[src/rtl/avst_fifo_pkg.sv]
// Shared constants for the parametrised Avalon-ST FIFO: default geometry,
// statistics counter width and the fill/pointer width helper.
package avst_fifo_pkg;

    localparam int unsigned DefaultDepth     = 8;
    localparam int unsigned DefaultDataWidth = 26;
    localparam int unsigned StatsWidth       = 16;

    // Pointers and the fill level carry one extra bit so that 0..DEPTH is representable.
    function automatic int unsigned fill_width(input int unsigned depth);
        return $clog2(depth) + 1;
    endfunction

endpackage

[src/rtl/avst_fifo_ram.sv]
// Simple dual-port storage: synchronous write, synchronous read-old-data, no reset.
module avst_fifo_ram #(
    parameter int unsigned DATA_WIDTH = 26,
    parameter int unsigned DEPTH      = 8
) (
    input  logic                     clk,
    input  logic                     wr_en,
    input  logic [$clog2(DEPTH)-1:0] wr_addr,
    input  logic [DATA_WIDTH-1:0]    wr_data,
    input  logic [$clog2(DEPTH)-1:0] rd_addr,
    output logic [DATA_WIDTH-1:0]    rd_data
);

    logic [DATA_WIDTH-1:0] mem [DEPTH];

    always_ff @(posedge clk) begin
        if (wr_en) begin
            mem[wr_addr] <= wr_data;
        end
        rd_data <= mem[rd_addr];
    end

endmodule

[src/rtl/avst_param_fifo.sv]
// Parametrised Avalon-ST buffering FIFO with registered fill level and threshold flags.
// Optional statistics (overflow count, high-water mark) are enabled by AVST_FIFO_STATS_EN.
module avst_param_fifo
    import avst_fifo_pkg::*;
#(
    parameter int unsigned DATA_WIDTH = DefaultDataWidth,
    parameter int unsigned DEPTH      = DefaultDepth,
    parameter int unsigned AF_THRESH  = DEPTH - 2,
    parameter int unsigned AE_THRESH  = 1
) (
    input  logic                    clk,
    input  logic                    reset_n,
    input  logic                    in_valid,
    input  logic [DATA_WIDTH-1:0]   in_data,
    output logic                    in_ready,
    input  logic                    out_ready,
    output logic                    out_valid,
    output logic [DATA_WIDTH-1:0]   out_data,
    output logic [$clog2(DEPTH):0]  fill_level,
    output logic                    almost_full,
    output logic                    almost_empty
`ifdef AVST_FIFO_STATS_EN
    ,
    input  logic                    stats_clr,
    output logic [StatsWidth-1:0]   ovf_count,
    output logic [$clog2(DEPTH):0]  hwm
`endif
);

    localparam int unsigned AW = $clog2(DEPTH);
    localparam int unsigned FW = fill_width(DEPTH);

    localparam logic [FW-1:0] AfLevel = FW'(AF_THRESH);
    localparam logic [FW-1:0] AeLevel = FW'(AE_THRESH);
    localparam logic [FW-1:0] FillOne = FW'(1);

    logic [FW-1:0]         wptr_q, rptr_q, rptr_d;
    logic [FW-1:0]         fill_q, fill_d;
    logic                  out_valid_q, out_valid_d;
    logic                  af_q, ae_q;
    logic                  full, push, pop;
    logic [DATA_WIDTH-1:0] rd_data;

    assign full     = (wptr_q[AW-1:0] == rptr_q[AW-1:0]) && (wptr_q[AW] != rptr_q[AW]);
    assign in_ready = !full;
    assign push     = in_valid && !full;
    assign pop      = out_valid_q && out_ready;

    always_comb begin
        rptr_d = rptr_q;
        fill_d = fill_q;
        if (pop) begin
            rptr_d = rptr_q + 1'b1;
        end
        unique case ({push, pop})
            2'b10:   fill_d = fill_q + 1'b1;
            2'b01:   fill_d = fill_q - 1'b1;
            default: fill_d = fill_q;
        endcase
        // The RAM read register holds the word at the post-pop read pointer, but only
        // words already stored before this edge are readable; a word written this edge
        // shows up one cycle later, which is the single-cycle bubble on an empty FIFO.
        out_valid_d = pop ? (fill_q > FillOne) : (fill_q != '0);
    end

    always_ff @(posedge clk or negedge reset_n) begin
        if (!reset_n) begin
            wptr_q      <= '0;
            rptr_q      <= '0;
            fill_q      <= '0;
            out_valid_q <= 1'b0;
            af_q        <= 1'b0;
            ae_q        <= 1'b1;
        end else begin
            if (push) begin
                wptr_q <= wptr_q + 1'b1;
            end
            rptr_q      <= rptr_d;
            fill_q      <= fill_d;
            out_valid_q <= out_valid_d;
            af_q        <= (fill_d >= AfLevel);
            ae_q        <= (fill_d <= AeLevel);
        end
    end

    avst_fifo_ram #(
        .DATA_WIDTH (DATA_WIDTH),
        .DEPTH      (DEPTH)
    ) u_ram (
        .clk     (clk),
        .wr_en   (push),
        .wr_addr (wptr_q[AW-1:0]),
        .wr_data (in_data),
        .rd_addr (rptr_d[AW-1:0]),
        .rd_data (rd_data)
    );

    // The RAM has no reset, so the payload is forced to zero while nothing is presented.
    assign out_data     = out_valid_q ? rd_data : '0;
    assign out_valid    = out_valid_q;
    assign fill_level   = fill_q;
    assign almost_full  = af_q;
    assign almost_empty = ae_q;

`ifdef AVST_FIFO_STATS_EN
    logic [StatsWidth-1:0] ovf_q;
    logic [FW-1:0]         hwm_q;

    always_ff @(posedge clk or negedge reset_n) begin
        if (!reset_n) begin
            ovf_q <= '0;
            hwm_q <= '0;
        end else if (stats_clr) begin
            ovf_q <= '0;
            hwm_q <= '0;
        end else begin
            if (in_valid && full && (ovf_q != '1)) begin
                ovf_q <= ovf_q + 1'b1;
            end
            if (fill_d > hwm_q) begin
                hwm_q <= fill_d;
            end
        end
    end

    assign ovf_count = ovf_q;
    assign hwm       = hwm_q;
`endif

endmodule

[config.mk]
export PLATFORM = sky130hd
export DESIGN_NAME = avst_param_fifo
export DESIGN_NICKNAME = d
export VERILOG_FILES = /design/src/rtl/avst_fifo_pkg.sv /design/src/rtl/avst_fifo_ram.sv /design/src/rtl/avst_param_fifo.sv
export SDC_FILE = /design/constraint.sdc
export NUM_CORES = 1
export LEC_CHECK = 0
export CAP_MARGIN = 20
export CORE_MARGIN = 10
export CORE_UTILIZATION = 57
export DETAILED_ROUTE_END_ITERATION = 8
export HOLD_SLACK_MARGIN = 0.12
export PLACE_DENSITY = 0.83
export SYNTH_ARGS = -nofsm -noshare
export SYNTH_HDL_FRONTEND = slang
export SYNTH_SLANG_ARGS = --single-unit
export TNS_END_PERCENT = 5
[constraint.sdc]
create_clock -name clk -period 4.3 [get_ports clk]
set_clock_uncertainty 0.1 [all_clocks]
set_input_delay 0.86 -clock clk [delete_from_list [all_inputs] [get_ports clk]]
set_output_delay 0.86 -clock clk [all_outputs]
set_load 0.005 [all_outputs]
==> impl_results.md <==
- Outcome: finished clean
- Nets: 907
- EDFF count, synth: 208
- Root buffer cell: clkbuf_16
- PwrDens: 754 nW/um2
- Number of CTS-inserted buffers: 26
- Crit-path max FO: 34
- Pin count of the biggest net entering global routing: 53
- Chip Height: 159 um
- Synthesis-to-finish area growth: 15.8%
- Die width: 159 um
- Wirelength, routed: 26.4 mm
- Synth unique cells: 48
- Commonest cells after routing, fill and taps aside: 208 x edfxtp_1, 63 x clkdlybuf4s50_1, 52 x o31ai_1
- Share of layout cells above drive strength 1: 12.6%
- Minimum clock period: 3.42 ns
- VDD IR max: 0.483 mV
- Buffers on Ports: 63
- Fill count: 1311
- Cell taking the most area after synthesis: edfxtp_1
- Placed cell count: 1101
- Most common cell after layout, fill and taps aside: edfxtp_1
- Synthesized area: 11100 um2
- Vias: 7464
- Clock tree buffer depth: 3
- Top Ports: 64
- Final TNS setup: 0 ns
- Initial Utilization: 58.5%
- Max-Cap Viols: 0
- Critical path arrival: 2.46 ns
- Core area: 18900 um2
- Post-DP HPWL: 15.5 mm
- Grt ovf: 0
- P_leak: 4.52 nW
- Critical Path Start Type: register
- # resized after CTS: 0
- Worst slew pin tran: 0.949 ns
- Fmax: 293 MHz
- Synth Area per Inst: 13.5 um2
- Met1 Use GR: 25.6%
- CTS tree: built
- M2 GR Usage: 32.7%
- Vias in the first global route: 7512
- Post-synth top area share: 56.5%
- Number of remaining DRC errors: 0
- Clock Pin Slew Worst Setup and Hold Paths: 0.06 ns
- GRT Overall Usage: 19.8%
- RSZ-0062 raised after global routing: false
- Routed Antenna Nets: 0
- Period utilisation layout: 79.5%
- Final Hold Fails: 0
- Syn. warnings: 0
- Hold Crit Class: register to register
- Die ar.: 25400 um2
- Number of cells in the finished layout apart from fillers: 1149
- Max-slew violations: 0
- GP Congestion: 0.865
- Met3 GRT Util: 3.41%
- Initial antenna violation count: 0
- Worst-Skew Late Latency: 0.52 ns
- Post-CTS Setup Inserts: 0
- Global-route wire length before repair: 41.3 mm
- Setup violators final: 0
- Ant diodes: 0
- Via density: 6.50
- WS Path Type: register to output port
- Post-synthesis sequential area ratio: 64.6%
- Yosys reg bits: 249
- 1st-pass router iterations: 5
- Sink Count: 249
- Hold Buf Count CTS: 0
- # rows: 50
- Cells taking the most area after synthesis: edfxtp_1 56%, dfxtp_1 4.7%, o31ai_1 3.5%
- 1st-iter DRT viols: 871
- Most used routing layer in global routing: met2
- Synth Instances: 822
- WL per Instance: 23.0 um
- Async set-reset flop share out of synthesis: 6.02%
- Synth Flop Type: edfxtp_1
- H-Tree Depth: 1
- CP Capture Type: output port
- Relative slew slack: 36.8%
- Worst Path Required: 3.34 ns
- Syn_nets: 860
- Hold Slack: 0.397 ns
path summary, 6_finish.rpt:
check | startpoint | to | slack (ns) | cells after the start
worst max register to register | out_valid | u_ram.rd_data[12] | 1.28 | 5
max in group asynchronous | reset_n | out_valid | 2.95 | 1
worst min register to register | wptr_q[3] | wptr_q[3] | 0.40 | 1
worst max-delay path | out_valid | out_data[7] | 0.88 | 3
worst min-delay path | wptr_q[3] | wptr_q[3] | 0.40 | 1
min in group asynchronous | reset_n | rptr_q[1] | 0.67 | 1
cells by family after synthesis:
logic type	synth area share, %
fa+ha+maj	0.905
xor+xnor	0.781
buf+inv	4.72
compound gates	16.4
flops	64.6
simple gates	9.80
mux	2.81
Yosys cell counts (2+ instances only):
master / n
o31ai_1: 52
o2111ai_1: 26
and2_1: 27
dfxtp_1: 26
buf_2: 16
inv_1: 33
o22ai_1: 26
and3_1: 26
a21boi_0: 27
a21o_1: 2
buf_1: 3
buf_4: 5
clkbuf_2: 2
inv_2: 2
mux2i_1: 31
nand2_1: 9
nor2_1: 35
dfrtp_1: 14
or3_1: 26
nand3_1: 3
or4_1: 2
edfxtp_1: 208
a21oi_1: 26
buf_6: 9
nor3_1: 31
nand2b_1: 4
nor2b_1: 26
xor2_1: 4
ha_1: 8
xnor2_1: 4
a21bo_2: 2
a221oi_2: 20
a221oi_1: 6
clkbuf_1: 40
o221ai_1: 28
final cells by class:
| cell class | count | area [um2] | area share [%] |
|---|---|---|---|
| Sequential cell | 249 | 7150 | 55.8 |
| Inverter | 35 | 131 | 1.03 |
| Multi-Input combinational cell | 463 | 3420 | 26.7 |
| Tap cell | 260 | 325 | 2.54 |
| Timing Repair Buffer | 94 | 888 | 6.94 |
| Clock buffer | 32 | 704 | 5.50 |
| Clock inverter | 16 | 186 | 1.46 |
power breakdown:
group	switching (mW)	internal, mW
Combinational	2.32	1.56
Sequential	0.322	3.15
Clock	0.893	1.40
worst max-delay path, cell delays in order, from the launching register on:
cell	delay, ns
dfrtp_2	0.84
buf_4	0.41
and2_1	0.18
clkdlybuf4s50_1	0.50
stage by stage:
step                utilization, %  power (mW)  setup WS, ns  instance area, um2
floorplan                        -        6.07         0.777               11100
global placement              63.1        7.18         0.675               11900
detailed placement            63.1        7.34         0.532               11900
CTS                           67.8        9.63         0.863               12800
global route                  67.8        10.1         0.729               12800
finish                        67.8        9.65         0.881               12800
layer usage:
layer	vias to the layer above	part of all wire, %
met5	-	0
met4	0	2.6
met3	56	8.2
met2	395	49
met1	3713	41
li1	3300	-
sequential cells by signal, indices dropped and copies added (netlist names):
signal and flops:
u_ram.mem 208, wptr_q 4, rptr_q 4, almost_full 1
out_valid 1, fill_level 4, almost_empty 1, u_ram.rd_data 26
Note: power is estimated with default switching activity, not from simulation.
